`config.mk`:
```
export PLATFORM = sky130hd
export DESIGN_NAME = vga_timing_gen_flat
export DESIGN_NICKNAME = d
export VERILOG_FILES = /design/src/rtl/vga_timing_gen_if.sv /design/src/rtl/vga_timing_gen.sv /design/src/flat_wrapper.sv
export SDC_FILE = /design/constraint.sdc
export NUM_CORES = 1
export LEC_CHECK = 0
export ABC_AREA = 1
export ABC_CLOCK_PERIOD_IN_PS = 3500
export CAP_MARGIN = 10
export CORE_MARGIN = 4
export CORE_UTILIZATION = 55
export DETAILED_ROUTE_END_ITERATION = 7
export PLACE_DENSITY = 0.82
export SYNTH_ARGS = -nofsm -noshare
export SYNTH_HDL_FRONTEND = slang
export SYNTH_SLANG_ARGS = --single-unit
```
`constraint.sdc`:
```
create_clock -name pclk -period 3.5 [get_ports pclk]
set_input_delay 0.7 -clock pclk [delete_from_list [all_inputs] [get_ports pclk]]
set_output_delay 0.7 -clock pclk [all_outputs]
set_load 0.05 [all_outputs]
```
`src/rtl/vga_timing_gen_if.sv`:
```
// Raster timing bundle: pixel enable in, counters, levels and strobes out.
interface vga_timing_gen_if #(
  parameter int CW = 11
) ();
  logic          ce;
  logic [CW-1:0] hcount;
  logic [CW-1:0] vcount;
  logic          hsync;
  logic          vsync;
  logic          hblnk;
  logic          vblnk;
  logic          de;
  logic          line_start;
  logic          frame_start;

  modport master (
    input  ce,
    output hcount, vcount, hsync, vsync, hblnk, vblnk, de, line_start, frame_start
  );

  modport slave (
    output ce,
    input  hcount, vcount, hsync, vsync, hblnk, vblnk, de, line_start, frame_start
  );
endinterface

```
`src/rtl/vga_timing_gen.sv`:
```
// Parametrised raster timing generator: h/v counters, blanking, sync, display
// enable and line/frame start strobes, all advancing on ce.
module vga_timing_gen #(
  parameter int H_ACTIVE = 1024,
  parameter int H_FP     = 24,
  parameter int H_SYNC   = 136,
  parameter int H_BP     = 160,
  parameter int V_ACTIVE = 768,
  parameter int V_FP     = 3,
  parameter int V_SYNC   = 6,
  parameter int V_BP     = 29,
  parameter bit HS_POL   = 1'b1,
  parameter bit VS_POL   = 1'b1,
  parameter int CW       = 11
) (
  input  logic pclk,
  input  logic rst,
  vga_timing_gen_if.master vid
);
  localparam int H_TOTAL = H_ACTIVE + H_FP + H_SYNC + H_BP;
  localparam int V_TOTAL = V_ACTIVE + V_FP + V_SYNC + V_BP;

  if ((H_TOTAL - 1) >= (1 << CW) || (V_TOTAL - 1) >= (1 << CW)) begin : g_cw_check
    $error("vga_timing_gen: CW too narrow for H_TOTAL/V_TOTAL");
  end

  localparam logic [CW-1:0] H_LAST = CW'(H_TOTAL - 1);
  localparam logic [CW-1:0] V_LAST = CW'(V_TOTAL - 1);

  // Window bounds carry one extra bit so an end bound equal to 2**CW stays exact.
  localparam logic [CW:0] HB_START = (CW+1)'(H_ACTIVE);
  localparam logic [CW:0] HS_START = (CW+1)'(H_ACTIVE + H_FP);
  localparam logic [CW:0] HS_END   = (CW+1)'(H_ACTIVE + H_FP + H_SYNC);
  localparam logic [CW:0] VB_START = (CW+1)'(V_ACTIVE);
  localparam logic [CW:0] VS_START = (CW+1)'(V_ACTIVE + V_FP);
  localparam logic [CW:0] VS_END   = (CW+1)'(V_ACTIVE + V_FP + V_SYNC);

  logic [CW-1:0] h_q, v_q, h_nxt, v_nxt;
  logic          h_wrap, v_wrap;
  logic          hb_nxt, vb_nxt, hs_nxt, vs_nxt;
  logic          hb_q, vb_q, hs_q, vs_q, de_q, ls_q, fs_q;

  always_comb begin
    h_wrap = (h_q == H_LAST);
    v_wrap = (v_q == V_LAST);
    h_nxt  = h_wrap ? '0 : h_q + CW'(1);
    v_nxt  = v_q;
    if (h_wrap) v_nxt = v_wrap ? '0 : v_q + CW'(1);
    hb_nxt = ({1'b0, h_nxt} >= HB_START);
    vb_nxt = ({1'b0, v_nxt} >= VB_START);
    hs_nxt = ({1'b0, h_nxt} >= HS_START) && ({1'b0, h_nxt} < HS_END);
    vs_nxt = ({1'b0, v_nxt} >= VS_START) && ({1'b0, v_nxt} < VS_END);
  end

  // Levels are computed from the next position so they line up with the counters.
  always_ff @(posedge pclk) begin
    if (rst) begin
      h_q  <= '0;
      v_q  <= '0;
      hb_q <= 1'b0;
      vb_q <= 1'b0;
      hs_q <= ~HS_POL;
      vs_q <= ~VS_POL;
      de_q <= 1'b0;
      ls_q <= 1'b0;
      fs_q <= 1'b0;
    end else begin
      ls_q <= vid.ce & h_wrap;
      fs_q <= vid.ce & h_wrap & v_wrap;
      if (vid.ce) begin
        h_q  <= h_nxt;
        v_q  <= v_nxt;
        hb_q <= hb_nxt;
        vb_q <= vb_nxt;
        hs_q <= hs_nxt ? HS_POL : ~HS_POL;
        vs_q <= vs_nxt ? VS_POL : ~VS_POL;
        de_q <= ~hb_nxt & ~vb_nxt;
      end
    end
  end

  assign vid.hcount      = h_q;
  assign vid.vcount      = v_q;
  assign vid.hblnk       = hb_q;
  assign vid.vblnk       = vb_q;
  assign vid.hsync       = hs_q;
  assign vid.vsync       = vs_q;
  assign vid.de          = de_q;
  assign vid.line_start  = ls_q;
  assign vid.frame_start = fs_q;
endmodule
```
`src/flat_wrapper.sv`:
```
// flat-port wrapper written by rule: the top's interface ports become plain ports
module vga_timing_gen_flat 
#(
  parameter int H_ACTIVE = 1024,
  parameter int H_FP     = 24,
  parameter int H_SYNC   = 136,
  parameter int H_BP     = 160,
  parameter int V_ACTIVE = 768,
  parameter int V_FP     = 3,
  parameter int V_SYNC   = 6,
  parameter int V_BP     = 29,
  parameter bit HS_POL   = 1'b1,
  parameter bit VS_POL   = 1'b1,
  parameter int CW       = 11
)
  (pclk, rst, vid_ce, vid_hcount, vid_vcount, vid_hsync, vid_vsync, vid_hblnk, vid_vblnk, vid_de, vid_line_start, vid_frame_start);
  vga_timing_gen_if #(.CW(CW)) vid_i ();
  input  logic pclk;
  input  logic rst;
  input wire logic [$bits(vid_i.ce)-1:0] vid_ce;
  output wire logic [$bits(vid_i.hcount)-1:0] vid_hcount;
  output wire logic [$bits(vid_i.vcount)-1:0] vid_vcount;
  output wire logic [$bits(vid_i.hsync)-1:0] vid_hsync;
  output wire logic [$bits(vid_i.vsync)-1:0] vid_vsync;
  output wire logic [$bits(vid_i.hblnk)-1:0] vid_hblnk;
  output wire logic [$bits(vid_i.vblnk)-1:0] vid_vblnk;
  output wire logic [$bits(vid_i.de)-1:0] vid_de;
  output wire logic [$bits(vid_i.line_start)-1:0] vid_line_start;
  output wire logic [$bits(vid_i.frame_start)-1:0] vid_frame_start;
  assign vid_i.ce = vid_ce;
  assign vid_hcount = vid_i.hcount;
  assign vid_vcount = vid_i.vcount;
  assign vid_hsync = vid_i.hsync;
  assign vid_vsync = vid_i.vsync;
  assign vid_hblnk = vid_i.hblnk;
  assign vid_vblnk = vid_i.vblnk;
  assign vid_de = vid_i.de;
  assign vid_line_start = vid_i.line_start;
  assign vid_frame_start = vid_i.frame_start;
  vga_timing_gen #(.H_ACTIVE(H_ACTIVE), .H_FP(H_FP), .H_SYNC(H_SYNC), .H_BP(H_BP), .V_ACTIVE(V_ACTIVE), .V_FP(V_FP), .V_SYNC(V_SYNC), .V_BP(V_BP), .HS_POL(HS_POL), .VS_POL(VS_POL), .CW(CW)) u_core (.pclk(pclk), .rst(rst), .vid(vid_i));
endmodule
```
Word level (Yosys, flattened, before mapping) --
Index checks and enable logic that the tools add are counted.
Operators by class: reductions and logical operators 2, bitwise logic cells 5, muxes and demuxes 5, eq/ne operators 2, magnitude comparators 6, add/subtract/negate cells 2
Operator list (number):
- two-way mux 11 bit | 3
- adder 11 x 1 -> 11 bit, second input constant | 2
- >= comparator 11 x 10 -> 1 bit, second input constant | 2
- >= comparator 11 bit, second input constant | 2
- equality test 11 x 10 -> 1 bit, second input constant | 1
- equality test 11 bit, second input constant | 1
- less-than comparator 11 x 10 -> 1 bit, second input constant | 1
- less-than comparator 11 bit, second input constant | 1
- bitwise AND 1 bit | 3
- logical AND 1 bit | 2
- two-way mux 1 bit | 2
- NOT 1 bit | 2
Storage, ports and cells: output and inout bits 29, bits in registers 29

Longest topological paths before layout --
depth after elaboration 6, depth in mapped cells 13

Worst setup path after synthesis --
No wires, ideal clock.
kind reg-to-reg, start point register u_core.h_q[0] (netlist: u_core.vid.hcount[0]), end point register u_core.hs_q (netlist: u_core.vid.hsync), library setup time 129 ps, data arrival time 2010 ps, stages on the path, launching flop included 13, path buffers 0, slack 1362 ps, required time 3371 ps, cell sequence dfxtp_1 ha_1 nand3_2 nor2_4 nand2_2 nor2_2 nand4_1 nand3_1 clkinv_1 nand2_1 nor2_1 nor2_1 nor2_1
Between the ends: longest elaborated chain between the ends 5, elaborated cells on any way between the ends 7, classes of those cells add/sub (1); order compare (2); eq/ne (1); mux (2); reduce/logical (1)
Ends and longest elaborated chain:
- from (decl) | line vga_timing_gen.sv:38 | logic [CW-1:0] h_q, v_q, h_nxt, v_nxt;
- from (signal assigned) | line vga_timing_gen.sv:71 | h_q <= h_nxt;
- adder 11 x 1 -> 11 bit or equality test 11 bit (tied branches) | line vga_timing_gen.sv:46, vga_timing_gen.sv:44
- two-way mux 11 bit * | line vga_timing_gen.sv:46 | h_nxt = h_wrap ? '0 : h_q + CW'(1);
- >= comparator 11 bit or less-than comparator 11 bit (tied branches) | line vga_timing_gen.sv:51 | hs_nxt = ({1'b0, h_nxt} >= HS_START) && ({1'b0, h_nxt} < HS_END);
- logical AND 1 bit * | line vga_timing_gen.sv:51
- two-way mux 1 bit * | line vga_timing_gen.sv:75 | hs_q <= hs_nxt ? HS_POL : ~HS_POL;
- to (signal assigned) | line vga_timing_gen.sv:62 | hs_q <= ~HS_POL;
- to (signal assigned) | line vga_timing_gen.sv:75
- to (decl) | line vga_timing_gen.sv:41 | logic hb_q, vb_q, hs_q, vs_q, de_q, ls_q, fs_q;
Mark *: on every way between the ends. The rest lies on a longest branch, timed or not. A chain may end at the register's enable or synchronous reset.

Worst setup path in the final report --
start point register u_core.h_q[8] (netlist: u_core.vid.hcount[8]), end point output vid_hcount[8]
RTL lines:
- to (decl) | line flat_wrapper.sv:21 | output wire logic [$bits(vid_i.hcount)-1:0] vid_hcount;
No word-level cell between the ends.

==> flow_summary_export.csv <==
group,metric,value,unit
outcome,status,"completed",
sta,drv_slew,0,
setup_path,regToRegStartpoint,"u_core.vid.hcount[0]",
clock_tree,cts-resized-gates,0,
route,via_per_inst,5.31,
setup_path,crit_cells,1,
yosys,synthArstFlopShare,0,%
final_layout,stdcell_area,2310,sq um
grt,use_met2,37.0,%
sta,worst_pin_slew,528,ps
clock_tree,cts_tree,"done",
yosys,synth_cells,305,
route,final_antenna_net_count,0,
yosys,ys_types,30,
grt,grt_use_met1,34.7,%
sta,fin_crit,2420,ps
setup_path,cp-end-kind,"output pin",
floorplan,rows,21,
grt,grt_pass1_vias,1848,
grt,grt_max_degree,35,
route,drcViolationCount,0,
sta,max_freq,414,MHz
sta,setup_viol,0,
yosys,ys_ff_latch,29,
power_and_ir_drop,power_density,330,nW/um^2
route,drt-total-wl,4910,microns
final_layout,areaGrowthSynthToFinish,22.0,%
min_path,min_path_type,"reg2reg",
route,first_iter_violations,209,
setup_path,r2r-end,"u_core.vid.vsync",
floorplan,boundaryPins,32,
place,gp_congestion,0.928,
setup_path,critPathKind,"reg2out",
floorplan,die_w,66.6,microns
grt,grt_pass1_wl,8500,microns
power_and_ir_drop,ir_drop,0.216,mV
route,first_pass_iters,5,
yosys,syn-num-nets,311,
floorplan,start_util,56.7,%
place,place_area,2250,sq um
yosys,syn-cell-area,1890,sq um
setup_path,start_kind,"flop",
clock_tree,h-tree-depth,2,
grt,met3_usage,4.38,%
place,port_buffers,31,
sta,post-route-period-util,69.1,%
route,detail_route.wl_per_cell,12.8,microns
setup_path,critPathMaxFanout,8,
floorplan,die_area,4440,sq um
yosys,ys_seq_area_share,30.7,%
final_layout,antennaDiodeCount,0,
sta,setup-tns-final,0,ps
setup_path,crit_end,"vid_hcount[8]",
grt,antenna_found_initial,0,
setup_path,path_cells,"clkdlybuf4s50_1",
place,pre_cts_ws,901,ps
clock_tree,clkTransAtPathRegs,90,ps
sta,setup_slack,1080,ps
grt,grt.busiest_layer,"met2",
final_layout,fill_cells,324,
sta,slew_headroom,64.6,%
setup_path,r2r_setup_slack,1420,ps
power_and_ir_drop,p_leak,0.000997,uW
clock_tree,root_buffer,"clkbuf_4",
clock_tree,cts_buffers,5,
grt,grt_use_total,24.9,%
floorplan,fp.dieH,66.6,microns
yosys,synth-edff-count,0,
yosys,ys.flop_type,"dfxtp_1",
setup_path,cp.required,2800,ps
setup_path,worstPathArrival,1720,ps
setup_path,cpPeakStageDelay,870,ps
yosys,avgSynthCellArea,6.20,sq um
setup_path,ff2ff_path_depth,13,
floorplan,core,3340,sq um
sta,hold_violations,0,
clock_tree,clock_latency,340,ps
setup_path,cp_top_family,"buffers and inverters",
final_layout,drive_gt1_share,10.3,%
clock_tree,post_cts_buffers,0,
clock_tree,clockBufferDepth,2,
sta,skew,14.3,ps
yosys,synth_warnings,0,
setup_path,crit_start,"u_core.vid.hcount[8]",
route,vias,2043,
final_layout,num-nets-final,344,
grt,grt_overflow,0,
clock_tree,clock_sinks,29,
clock_tree,hold_buffers,0,
setup_path,slowest_stage,"clkdlybuf4s50_1",
place,hpwl,3620,microns
job,max_cap_viol_count,0,
setup_path,path_buf_inv,1,
sta,rsz0062_at_grt,"no",
[registers in the layout, indices dropped and copies added (netlist names)]
| register | cells |
|---|---|
| u_core.vid.line_start | 1 |
| u_core.vid.hblnk | 1 |
| u_core.vid.vsync | 1 |
| u_core.vid.frame_start | 1 |
| u_core.vid.hsync | 1 |
| u_core.vid.vblnk | 1 |
| u_core.vid.hcount | 11 |
| u_core.vid.vcount | 11 |
| u_core.vid.de | 1 |
[logic make-up after synthesis]
kind of cell	synth area share, %
simple gates	43.5
fa+ha+maj	1.99
compound gates	12.1
flops	30.7
buf+inv	10.3
xor+xnor	1.39
[report_power, final]
group / total [uW] / leakage [uW] / internal (uW) / switching (uW)
registers: 371 / 0.000238 / 346 / 24.4
clock network: 215 / 0.0000234 / 77.5 / 137
logic: 177 / 0.000735 / 55.7 / 121
[through the flow]
stage | total power (uW) | utilization [%] | cells | hold slack [ps]
floorplan | 498 | - | 305 | 691
global placement | 551 | 67.3 | 377 | 468
detailed placement | 553 | 67.3 | 377 | 474
CTS | 764 | 69.1 | 385 | 491
global route | 794 | 69.1 | 385 | 525
finish | 762 | 69.1 | 385 | 482
[worst min path at each step]
stage                  endpoint  slack (ps)  cells after the start        startpoint
3_3_place_gp   u_core.vid.hblnk         470                      2  u_core.vid.hblnk
3_5_place_dp   u_core.vid.hblnk         470                      2  u_core.vid.hblnk
6_report       u_core.vid.hblnk         480                      2  u_core.vid.hblnk
2_1_floorplan  u_core.vid.hblnk         690                      2  u_core.vid.hblnk
5_1_grt        u_core.vid.vsync         530                      2  u_core.vid.vsync
4_1_cts        u_core.vid.vsync         490                      2  u_core.vid.vsync
[Yosys cell counts, types with 2 or more instances]
master | n | area [sq um]
a21oi_1 | 18 | 90.1
clkbuf_1 | 7 | 26.3
clkinv_1 | 2 | 7.51
dfxtp_1 | 29 | 581
ha_1 | 3 | 37.5
inv_1 | 41 | 154
inv_2 | 2 | 7.51
nand2_1 | 79 | 297
nand2_2 | 6 | 37.5
nand3_1 | 26 | 130
nand3_2 | 3 | 30.0
nand4_1 | 8 | 50.1
nor2_1 | 35 | 131
nor2_2 | 6 | 37.5
nor2_4 | 3 | 33.8
nor3_1 | 5 | 25.0
o211ai_1 | 2 | 15.0
o21ai_0 | 17 | 85.1
xor2_1 | 2 | 17.5
[layout by cell type, fill, tap and decap left out]
cell type | Yosys | final
o21ai_2 | 1 | 1
clkinvlp_4 | 0 | 3
nand2_1 | 79 | 79
a31oi_1 | 1 | 1
nor2_4 | 3 | 3
xnor2_1 | 1 | 1
dfxtp_1 | 29 | 29
o21bai_1 | 1 | 1
a21oi_2 | 1 | 1
nor2_1 | 35 | 35
o21ai_0 | 17 | 17
inv_2 | 2 | 2
o211ai_1 | 2 | 2
xor2_1 | 2 | 2
inv_1 | 41 | 41
clkbuf_4 | 0 | 5
a211oi_1 | 1 | 1
nand4_1 | 8 | 8
nand2_2 | 6 | 6
nand2b_1 | 1 | 1
nor4_1 | 1 | 1
nor2_2 | 6 | 6
nand2_4 | 1 | 1
clkdlybuf4s50_1 | 0 | 31
a21oi_1 | 18 | 18
ha_1 | 3 | 3
clkinv_1 | 2 | 2
nor3_2 | 1 | 1
buf_4 | 0 | 2
nand3_1 | 26 | 26
nor3_4 | 1 | 1
nand3_2 | 3 | 3
nor3_1 | 5 | 5
[metal layers]
layer  vias up  wire, microns
li1       1045              -
met1       926           2330
met2        59           2210
met3        13            281
met4         0             93
met5         -              0
[area by class of cell]
class | count | area, sq um | share of cell area, %
Multi-Input combinational cell | 224 | 1110 | 48.3
Tap cell | 46 | 57.6 | 2.49
Inverter | 45 | 169 | 7.32
Clock buffer | 5 | 37.5 | 1.63
Clock inverter | 3 | 22.5 | 0.976
Sequential cell | 29 | 581 | 25.2
Timing Repair Buffer | 33 | 325 | 14.1
Power figures use the tool's default switching activity.
